$ cat src/rtl/router_pkg.sv
`default_nettype none
// ============================================================================
// router_pkg: shared FSM state encoding and defaults for the 1x3 router.
// Rev 1.0
// ============================================================================
package router_pkg;

  typedef enum logic [3:0] {
    DECODE_ADDRESS     = 4'd0,
    WAIT_TILL_EMPTY    = 4'd1,
    LOAD_FIRST_DATA    = 4'd2,
    LOAD_DATA          = 4'd3,
    FIFO_FULL_STATE    = 4'd4,
    LOAD_AFTER_FULL    = 4'd5,
    LOAD_PARITY        = 4'd6,
    CHECK_PARITY_ERROR = 4'd7,
    DROP               = 4'd8
  } state_t;

  localparam logic [1:0] ADDR_INVALID            = 2'd3;
  localparam int         DEFAULT_FIFO_DEPTH      = 16;
  localparam int         DEFAULT_SOFT_RST_CYCLES = 30;

endpackage
`default_nettype wire

$ cat src/rtl/router_fifo.sv
`default_nettype none
// ============================================================================
// router_fifo: 9-bit synchronous FIFO with flush and a registered read byte.
// Rev 1.0
// ============================================================================
module router_fifo
  import router_pkg::*;
#(
  parameter int DEPTH = DEFAULT_FIFO_DEPTH
) (
  input  logic       clock,
  input  logic       resetn,
  input  logic       flush_i,
  input  logic       we_i,
  input  logic [8:0] wdata_i,
  input  logic       re_i,
  output logic [7:0] dout_o,
  output logic       empty_o,
  output logic       full_o
);

  localparam int AW = $clog2(DEPTH);
  localparam int CW = AW + 1;

  logic [8:0]    mem_q [DEPTH];
  logic [AW-1:0] wptr_q;
  logic [AW-1:0] rptr_q;
  logic [CW-1:0] count_q;
  logic [7:0]    dout_q;
  logic [8:0]    head;
  logic          do_rd;
  logic          do_wr;
  logic          unused_tag;

  assign empty_o    = (count_q == '0);
  assign full_o     = (count_q == CW'(DEPTH));
  assign do_rd      = re_i && !empty_o;
  // A read on the same edge frees the slot, so a write while full still lands.
  assign do_wr      = we_i && (!full_o || do_rd);
  assign head       = mem_q[rptr_q];
  assign unused_tag = head[8];
  assign dout_o     = dout_q;

  always_ff @(posedge clock) begin
    if (!resetn || flush_i) begin
      wptr_q  <= '0;
      rptr_q  <= '0;
      count_q <= '0;
    end else begin
      if (do_wr) wptr_q <= wptr_q + 1'b1;
      if (do_rd) rptr_q <= rptr_q + 1'b1;
      case ({do_wr, do_rd})
        2'b10:   count_q <= count_q + 1'b1;
        2'b01:   count_q <= count_q - 1'b1;
        default: count_q <= count_q;
      endcase
    end
  end

  always_ff @(posedge clock) begin
    if (do_wr && !flush_i) mem_q[wptr_q] <= wdata_i;
  end

  always_ff @(posedge clock) begin
    if (!resetn)    dout_q <= '0;
    else if (do_rd) dout_q <= head[7:0];
  end

endmodule
`default_nettype wire

$ cat src/rtl/router_modport.sv
`default_nettype none
// ============================================================================
// router_modport: 1x3 byte-serial packet router with parity check and
// per-destination idle-read flush. Rev 1.0
// ============================================================================
module router_modport
  import router_pkg::*;
#(
  parameter int FIFO_DEPTH      = DEFAULT_FIFO_DEPTH,
  parameter int SOFT_RST_CYCLES = DEFAULT_SOFT_RST_CYCLES
) (
  input  logic       clock,
  input  logic       resetn,
  input  logic [7:0] data_in,
  input  logic       pkt_valid,
  output logic       busy,
  output logic       error,
  input  logic [2:0] read_enb,
  output logic [2:0] valid_out,
  output logic [7:0] data_out_0,
  output logic [7:0] data_out_1,
  output logic [7:0] data_out_2
);

  localparam int TW = $clog2(SOFT_RST_CYCLES + 1);

  state_t     state_q, state_d;
  logic [7:0] hdr_q, hdr_d;
  logic [7:0] parity_q, parity_d;
  logic [7:0] pkt_par_q, pkt_par_d;
  logic [7:0] hold_q, hold_d;
  logic       error_q, error_d;

  logic       wr_en;
  logic [8:0] fifo_wdata;
  logic [2:0] fifo_we;
  logic [2:0] empty;
  logic [2:0] full;
  logic [2:0] flush;
  logic [7:0] dout [3];
  logic [1:0] cur_addr;
  logic       writing;

  assign cur_addr   = hdr_q[1:0];
  assign fifo_we    = wr_en ? (3'b001 << cur_addr) : 3'b000;
  assign valid_out  = ~empty;
  assign error      = error_q;
  assign data_out_0 = dout[0];
  assign data_out_1 = dout[1];
  assign data_out_2 = dout[2];
  assign writing    = state_q inside {LOAD_FIRST_DATA, LOAD_DATA, FIFO_FULL_STATE,
                                      LOAD_AFTER_FULL, LOAD_PARITY};

  for (genvar i = 0; i < 3; i++) begin : g_dest
    logic [TW-1:0] tmo_q;

    router_fifo #(.DEPTH(FIFO_DEPTH)) u_fifo (
      .clock   (clock),
      .resetn  (resetn),
      .flush_i (flush[i]),
      .we_i    (fifo_we[i]),
      .wdata_i (fifo_wdata),
      .re_i    (read_enb[i]),
      .dout_o  (dout[i]),
      .empty_o (empty[i]),
      .full_o  (full[i])
    );

    assign flush[i] = (tmo_q == TW'(SOFT_RST_CYCLES));

    always_ff @(posedge clock) begin
      if (!resetn || empty[i] || read_enb[i] || flush[i]) tmo_q <= '0;
      else                                                tmo_q <= tmo_q + 1'b1;
    end
  end

  always_ff @(posedge clock) begin
    if (!resetn) begin
      state_q   <= DECODE_ADDRESS;
      hdr_q     <= '0;
      parity_q  <= '0;
      pkt_par_q <= '0;
      hold_q    <= '0;
      error_q   <= 1'b0;
    end else begin
      state_q   <= state_d;
      hdr_q     <= hdr_d;
      parity_q  <= parity_d;
      pkt_par_q <= pkt_par_d;
      hold_q    <= hold_d;
      error_q   <= error_d;
    end
  end

  always_comb begin
    state_d    = state_q;
    hdr_d      = hdr_q;
    parity_d   = parity_q;
    pkt_par_d  = pkt_par_q;
    hold_d     = hold_q;
    error_d    = error_q;
    wr_en      = 1'b0;
    fifo_wdata = '0;
    busy       = 1'b0;
    case (state_q)
      DECODE_ADDRESS: begin
        if (pkt_valid) begin
          if (data_in[1:0] == ADDR_INVALID) begin
            state_d = DROP;
          end else begin
            hdr_d   = data_in;
            error_d = 1'b0;
            state_d = empty[data_in[1:0]] ? LOAD_FIRST_DATA : WAIT_TILL_EMPTY;
          end
        end
      end
      WAIT_TILL_EMPTY: begin
        busy = 1'b1;
        if (empty[cur_addr]) state_d = LOAD_FIRST_DATA;
      end
      LOAD_FIRST_DATA: begin
        busy       = 1'b1;
        wr_en      = 1'b1;
        fifo_wdata = {1'b1, hdr_q};
        parity_d   = hdr_q;
        state_d    = LOAD_DATA;
      end
      LOAD_DATA: begin
        if (!pkt_valid) begin
          pkt_par_d = data_in;
          state_d   = LOAD_PARITY;
        end else if (full[cur_addr]) begin
          hold_d  = data_in;
          state_d = FIFO_FULL_STATE;
        end else begin
          wr_en      = 1'b1;
          fifo_wdata = {1'b0, data_in};
          parity_d   = parity_q ^ data_in;
        end
      end
      FIFO_FULL_STATE: begin
        busy = 1'b1;
        if (!full[cur_addr]) state_d = LOAD_AFTER_FULL;
      end
      LOAD_AFTER_FULL: begin
        busy       = 1'b1;
        wr_en      = 1'b1;
        fifo_wdata = {1'b0, hold_q};
        parity_d   = parity_q ^ hold_q;
        // Source is stalled here, so a low pkt_valid means data_in is the parity.
        if (pkt_valid) begin
          state_d = LOAD_DATA;
        end else begin
          pkt_par_d = data_in;
          state_d   = LOAD_PARITY;
        end
      end
      LOAD_PARITY: begin
        busy = 1'b1;
        if (!full[cur_addr]) begin
          wr_en      = 1'b1;
          fifo_wdata = {1'b0, pkt_par_q};
          state_d    = CHECK_PARITY_ERROR;
        end
      end
      CHECK_PARITY_ERROR: begin
        busy    = 1'b1;
        error_d = (parity_q != pkt_par_q);
        state_d = DECODE_ADDRESS;
      end
      DROP: begin
        if (!pkt_valid) state_d = DECODE_ADDRESS;
      end
      default: state_d = DECODE_ADDRESS;
    endcase
    if (writing && flush[cur_addr]) state_d = DECODE_ADDRESS;
  end

endmodule
`default_nettype wire

$ cat config.mk
export PLATFORM = sky130hd
export DESIGN_NAME = router_modport
export DESIGN_NICKNAME = d
export VERILOG_FILES = /design/src/rtl/router_pkg.sv /design/src/rtl/router_fifo.sv /design/src/rtl/router_modport.sv
export SDC_FILE = /design/constraint.sdc
export NUM_CORES = 1
export LEC_CHECK = 0
export BUFFER_PORTS_ARGS = -buffer_cell sky130_fd_sc_hd__buf_2
export CORE_UTILIZATION = 33
export CTS_CLUSTER_DIAMETER = 40
export DETAILED_ROUTE_END_ITERATION = 8
export HOLD_SLACK_MARGIN = 0.1
export PLACE_DENSITY_LB_ADDON = 0.25
export SYNTH_ARGS = -nofsm -noshare
export SYNTH_HDL_FRONTEND = slang
export SYNTH_SLANG_ARGS = --single-unit
$ cat constraint.sdc
create_clock -name clock -period 4.2 [get_ports clock]
set_clock_uncertainty 0.05 [all_clocks]
set_input_delay 0.84 -clock clock [delete_from_list [all_inputs] [get_ports clock]]
set_output_delay 0.84 -clock clock [all_outputs]
set_load 0.01 [all_outputs]
# After elaboration in Yosys (flattened, before gate mapping)
# Memory sizes are Yosys's and may differ from the RTL's. A register that Yosys moved wholly into a read port is not among the register bits.
# Cells that the tools add are included.
dict set report word_totals {
  input_bits 14
  latch_bits 0
  mem_bits_ro 0
  register_bits 91
  mem_bits_rw 432
  n_memories 3
  wordCells 177
}
# memory depth word_bits read_ports rd_clocked_by_memory_dff write_ports line_no
set memory_table {}
lappend memory_table {{g_dest[0].u_fifo.mem_q} 16 9 1 1 1 router_fifo.sv:25} ;# logic [8:0] mem_q [DEPTH];
lappend memory_table {{g_dest[1].u_fifo.mem_q} 16 9 1 1 1 router_fifo.sv:25}
lappend memory_table {{g_dest[2].u_fifo.mem_q} 16 9 1 1 1 router_fifo.sv:25}
dict set report classes {
  n_reduce_logical 58
  mul 0
  magnitude_cmp 2
  eq_ne 31
  shifts 1
  n_bitwise 6
  div 0
  add_sub_neg 15
  mux 43
}
# op n
set op_table {}
lappend op_table {{$mux W8} 5}
lappend op_table {{$pmux W9 S4} 1}
lappend op_table {{$mux W4} 8}
lappend op_table {{$pmux W4 S8} 1}
lappend op_table {{$add A5 B1 Y5 const B} 6}
lappend op_table {{$eq A5 B5 Y1 const B} 6}
lappend op_table {{$pmux W5 S2} 3}
lappend op_table {{$add A4 B1 Y4 const B} 6}
lappend op_table {{$pmux W8 S3} 1}
lappend op_table {{$eq A4 B3 Y1 const B} 4}
lappend op_table {{$ne A2 B2 Y1 const B} 8}
lappend op_table {{$xor A8 B8 Y8} 2}
lappend op_table {{$logic_not A5 Y1} 3}
lappend op_table {{$logic_or A1 B1 Y1} 15}
lappend op_table {{$mux W1} 15}
lappend op_table {{$sub A5 B1 Y5 const B} 3}
lappend op_table {{$logic_not A1 Y1} 13}
lappend op_table {{$reduce_and A3 Y1} 4}
lappend op_table {{$logic_and A1 B1 Y1} 10}
lappend op_table {{$bmux W1 S2} 4}
lappend op_table {{$eq A2 B2 Y1 const B} 4}
lappend op_table {{$eq A4 B2 Y1 const B} 2}
lappend op_table {{$ne A8 B8 Y1} 1}
lappend op_table {{$reduce_bool A2 Y1} 4}
lappend op_table {{19 further kinds} 27}

# Longest topological paths before layout
dict set report depth {
  word_depth 11
  mapped_depth 17
  ltp_nobuf 14
}

# By module
# From an unflattened synthesis, not the netlist that was laid out.
dict set report hier_totals {
  cells_unflattened 1474
  area_unflattened_um2 21061.4
}
# mod area_each_um2 cells_per_inst instances seq_area_each_um2
set by_module_without_submodules {}
lappend by_module_without_submodules {{router_fifo (g_dest[1].u_fifo ...)} 6073.3 373 2 4264.1}
lappend by_module_without_submodules {{router_fifo (g_dest[0].u_fifo)} 6082.1 380 1 4264.1}
lappend by_module_without_submodules {router_modport 2832.7 348 1 1041.0}

# Least setup slack after synthesis
# OpenSTA, ideal clock, no wires.
dict set report synth_timing {
  kind {input to register}
  from {input pkt_valid}
  to {memory g_dest[0].u_fifo.mem_q[0][2] (data pin)}
  setup_ps 578
  arrival_time_ps 3758
  cell_stages 5
  path_slack_ps -186
  cell_sequence {clkbuf_1 nand3_1 or3_1 clkbuf_1 o21ai_0}
}
dict set report synth_via {
  elab_chain_len 2
}
# element line_no
set synth_lines {}
lappend synth_lines {{from (decl)} router_modport.sv:15} ;# input logic pkt_valid,
lappend synth_lines {{$mux W8} router_modport.sv:129} ;# if (!pkt_valid) begin
lappend synth_lines {{$pmux W9 S4} router_modport.sv:105} ;# case (state_q)
lappend synth_lines {{named net fifo_wdata[2]} router_modport.sv:35} ;# logic [8:0] fifo_wdata;
lappend synth_lines {{to (decl)} router_fifo.sv:25}
# The timed path passes the listed nets, and every way through them passes these cells.

# Worst setup path after layout
dict set report layout_timing {
  from {register state_q[0]}
  to {register g_dest[0].u_fifo.count_q[4]}
}
dict set report layout_via {
  elab_chain_len 7
  word_cells_on_any_way 12
  classes_between {eq/ne (6); mux (3); reduce/logical (3)}
}
# element line_no
set layout_lines {}
lappend layout_lines {{from (decl)} router_modport.sv:27} ;# state_t state_q, state_d;
lappend layout_lines {{from (signal assigned)} router_modport.sv:86} ;# state_q <= state_d;
lappend layout_lines {{$eq A4 B2 Y1 or $eq A4 B3 Y1 (tied branches)} router_modport.sv:105}
lappend layout_lines {{$reduce_or A2 Y1 (no source line)} -}
lappend layout_lines {{$pmux W1 S3 *} router_modport.sv:105}
lappend layout_lines {{$mux W3 *} router_modport.sv:45} ;# assign fifo_we = wr_en ? (3'b001 << cur_addr) : 3'b000;
lappend layout_lines {{$logic_and A1 B1 Y1 *} router_fifo.sv:39} ;# assign do_wr = we_i && (!full_o || do_rd);
lappend layout_lines {{$eq A2 B1 Y1 or $eq A2 B2 Y1 (tied branches)} router_fifo.sv:52} ;# case ({do_wr, do_rd})
lappend layout_lines {{$pmux W5 S2 or $reduce_bool A2 Y1 (tied branches)} -}
lappend layout_lines {{to (signal assigned)} router_fifo.sv:53} ;# 2'b10: count_q <= count_q + 1'b1;
lappend layout_lines {{to (signal assigned)} router_fifo.sv:54} ;# 2'b01: count_q <= count_q - 1'b1;
lappend layout_lines {{to (signal assigned)} router_fifo.sv:55} ;# default: count_q <= count_q;
lappend layout_lines {{to (decl)} router_fifo.sv:28} ;# logic [CW-1:0] count_q;
# Mark *: on every way between the ends. The rest lies on a longest branch, timed or not.
# A chain may end at the register's enable or synchronous reset.

==> results.yml <==
pwr:
  power.density_mw_per_mm2: 557
  vdd.ir_drop.worst_mv: 0.243
  leakage_uw: 0.00804
synthesis:
  synth_top_area_cell: "edfxtp_1"
  ys_types: 56
  synth_flop_cell: "edfxtp_1"
  postSynthCellCount: 1308
  synth_common_cells: "edfxtp_1, mux4_2, dfxtp_1"
  syn-mean-instance-area_sq_um: 15.8
  post-synth-top-area-fraction_pct: 56.0
  synth.top_cells.by_area: "edfxtp_1, mux4_2, dfxtp_1"
  number_of_enable_type_register_cells_in_the_synthesized_netlist: 384
  synth.yosys.warnings: 0
  synth.yosys.seq_area_share_pct: 67.1
  synth_register_bits: 499
  netlist_area_before_placement_sq_mm: 0.0206
  synth-async-reset-ratio_pct: 0
  post-synth-top-count-cell: "edfxtp_1"
  mappedNetlistNets: 1358
sta:
  fin_hold_ws_ns: 0.399
  worst_pin_slew_ns: 1.14
  timing.final.crit_share_pct: 90.8
  timing.max_slew.rel_slack_pct: 23.3
  timing.fmax_ghz: 0.262
  rsz0062_at_grt: "no"
  report.final.setup_viol: 0
  maxSlewViolCount: 0
  hold_violations: 0
  layout_min_cycle_time_ns: 3.81
critical_path:
  critPathLaunch: "state_q[0]"
  regToRegSetupSlack_ns: 0.39
  arrival_ns: 4.27
  reg2reg_depth: 12
  setup.worst_path.class: "register to register"
  worst-endpoint-required_ns: 4.65
  regToRegStartpoint: "state_q[0]"
  cp_slowest_cell: "nor3_2"
  critical-path-max-stage-delay_ns: 0.74
  worstSetupStartpointType: "register"
  reg2reg_to: "g_dest[0].u_fifo.count_q[4]"
  crit_path_cell_trace: "nand2b_1, nor3_2, nor2_1, a31oi_1, inv_1, ha_1, fa_1, a21o_1, a21oi_1, xor2_1, or3_1, a21oi_1"
  setup.worst_path.end_class: "register"
  critical_path.most_common_cell: "a21oi_1"
  crit_path_max_fanout: 12
floorplanning:
  die-area_sq_mm: 0.0634
  fp.dieW_um: 252
  floorplan.rows: 91
  die_h_um: 252
  initial_utilization_pct: 33.4
  core_area_sq_mm: 0.0617
  boundaryPins: 43
detailed_routing:
  avgRoutedWirePerCell_um: 19.7
  vias: 11500
  detail_route.drc_violations: 0
  drt_pass1_iterations: 7
  total_wire_length_after_detailed_routing_um: 46000
  drt-initial-drc-count: 757
  drtAntennaViolNets: 0
  drt-vias-per-instance: 4.94
placed_design:
  finalWeightedCongestion: 0.768
  dpl.hpwl_um: 29400
  total_instance_count_after_detailed_placement: 2195
  buffer_ports.inserted: 42
clocking:
  clockBufferDepth: 3
  h-tree-depth: 3
  tritoncts_num_sinks: 499
  cts_hold_repair.buffers: 0
  worst_setup_hold_path_clk_slew_ns: 0.05
  cts-root-buf: "clkbuf_16"
  post-cts-setup-buffers: 0
  numCtsBuffers: 77
  cts_tree: "yes"
  cts.repair.resized: 0
  insertion_delay_ns: 0.60
global_route:
  wire_length_of_the_first_global_routing_pass_um: 72200
  grtUsageTotal_pct: 15.0
  grt_pass1_vias: 12000
  grt_start_max_net_pins: 49
  globalRoute.totalOverflow: 0
  number_of_antenna_violations_at_the_first_check_in_global_routing: 1
finish:
  share_of_final_layout_standard_cells_stronger_than_drive_strength_1_pct: 25.8
  final_nets: 1487
  antenna_cells_inserted: 0
  area_delta_synth_final_pct: 20.9
  final-instance-count-excl-fill: 2337
  layout.filler_cells: 5668
hold_path:
  worst_hold_startpoint: "g_dest[2].u_fifo.dout_o[5]"
  worst_hold_path.num_cells: 2
  hold_path_end: "g_dest[2].u_fifo.dout_o[5]"
  hold_wc_path_type: "register to register"
outcome:
  status: "finished clean"
flow_run:
  max_capacitance_violation_count: 0
## cell families after synthesis
| logic type | after synthesis | share of synthesized area [%] |
|---|---|---|
| compound gates | 142 | 4.32 |
| fa+ha+maj | 36 | 2.30 |
| mux | 152 | 14.7 |
| buf+inv | 108 | 2.02 |
| simple gates | 329 | 7.77 |
| xor+xnor | 42 | 1.79 |
| flops | 499 | 67.1 |
## final cells by class
type                       count  area (sq um)  area share, %
clock buffer                  94          2050           8.24
clock inverter                48           522           2.09
inverter                      37           139          0.558
multi-input combinational    701          6450           25.9
sequential                   499         13800           55.6
tap                          837          1050           4.20
timing repair buffer         121           866           3.48
## metrics by stage
| step | setup WS (ns) | total power, uW | cell area [sq um] | utilization (%) | TNS, ns |
|---|---|---|---|---|---|
| floorplan | -0.186 | 7080 | 20600 | - | -71.37 |
| global placement | 0.545 | 7720 | 22300 | 36.2 | 0 |
| detailed placement | 0.459 | 7750 | 22300 | 36.2 | 0 |
| CTS | 0.443 | 14100 | 24900 | 40.4 | 0 |
| global route | 0.0710 | 14500 | 24900 | 40.4 | 0 |
| finish | 0.386 | 13900 | 24900 | 40.4 | 0 |
## cells in the final DEF (no fill, tap or decap), drive strengths merged, types with 26 or more instances in the layout
cell and instances:
clkbuf 94, a21oi 34, inv 46, nand3 34, clkinv 26, ha 33
mux4 120, dfxtp 115, mux2i 31, buf 121, o21ai 53, nand2 70
nor2 102, edfxtp 384, nor2b 42
## sequential cells by signal (all words and copies together), names as in the netlist, 4 cells and up
name,flops
parity_q,8
g_dest.u_fifo.dout_o,24
state_q,4
g_dest.u_fifo.mem_q,384
hdr_q,8
hold_q,8
g_dest.tmo_q,15
g_dest.u_fifo.rptr_q,12
pkt_par_q,8
g_dest.u_fifo.wptr_q,12
g_dest.u_fifo.count_q,15
## worst max-delay path by stage
stage,to,slack [ns],cells past startpoint
2_1_floorplan,g_dest[0].u_fifo.mem_q[0][2],-0.19,5
3_3_place_gp,g_dest[2].u_fifo.count_q[4],0.55,13
3_5_place_dp,g_dest[0].u_fifo.count_q[4],0.46,12
4_1_cts,g_dest[0].u_fifo.count_q[4],0.44,12
5_1_grt,g_dest[0].u_fifo.count_q[4],0.07,12
6_report,g_dest[0].u_fifo.count_q[4],0.39,12
## metal layers
metal	vias to the layer above	global-route usage [%]	part of all wire (%)
li1	5326	-	-
met2	248	24.9	49
met3	64	2.63	4.4
met5	-	0	0
met4	0	5.30	2.1
met1	5903	19.8	44
## worst max-delay path: cells and delay by family (launching register included)
family	cells	cell delay (ns)
AO/OA/AOI/OAI	4	0.81
XOR/XNOR	1	0.09
adder cells (fa/ha/maj)	2	0.70
buffers and inverters	1	0.08
flip-flops	1	0.41
AND/OR/NAND/NOR	4	1.60
## report_power, final
| group | internal (uW) | switching (uW) |
|---|---|---|
| clock network | 3950 | 2300 |
| registers | 5560 | 151 |
| logic | 796 | 1110 |
Power figures use the tool's default switching activity.
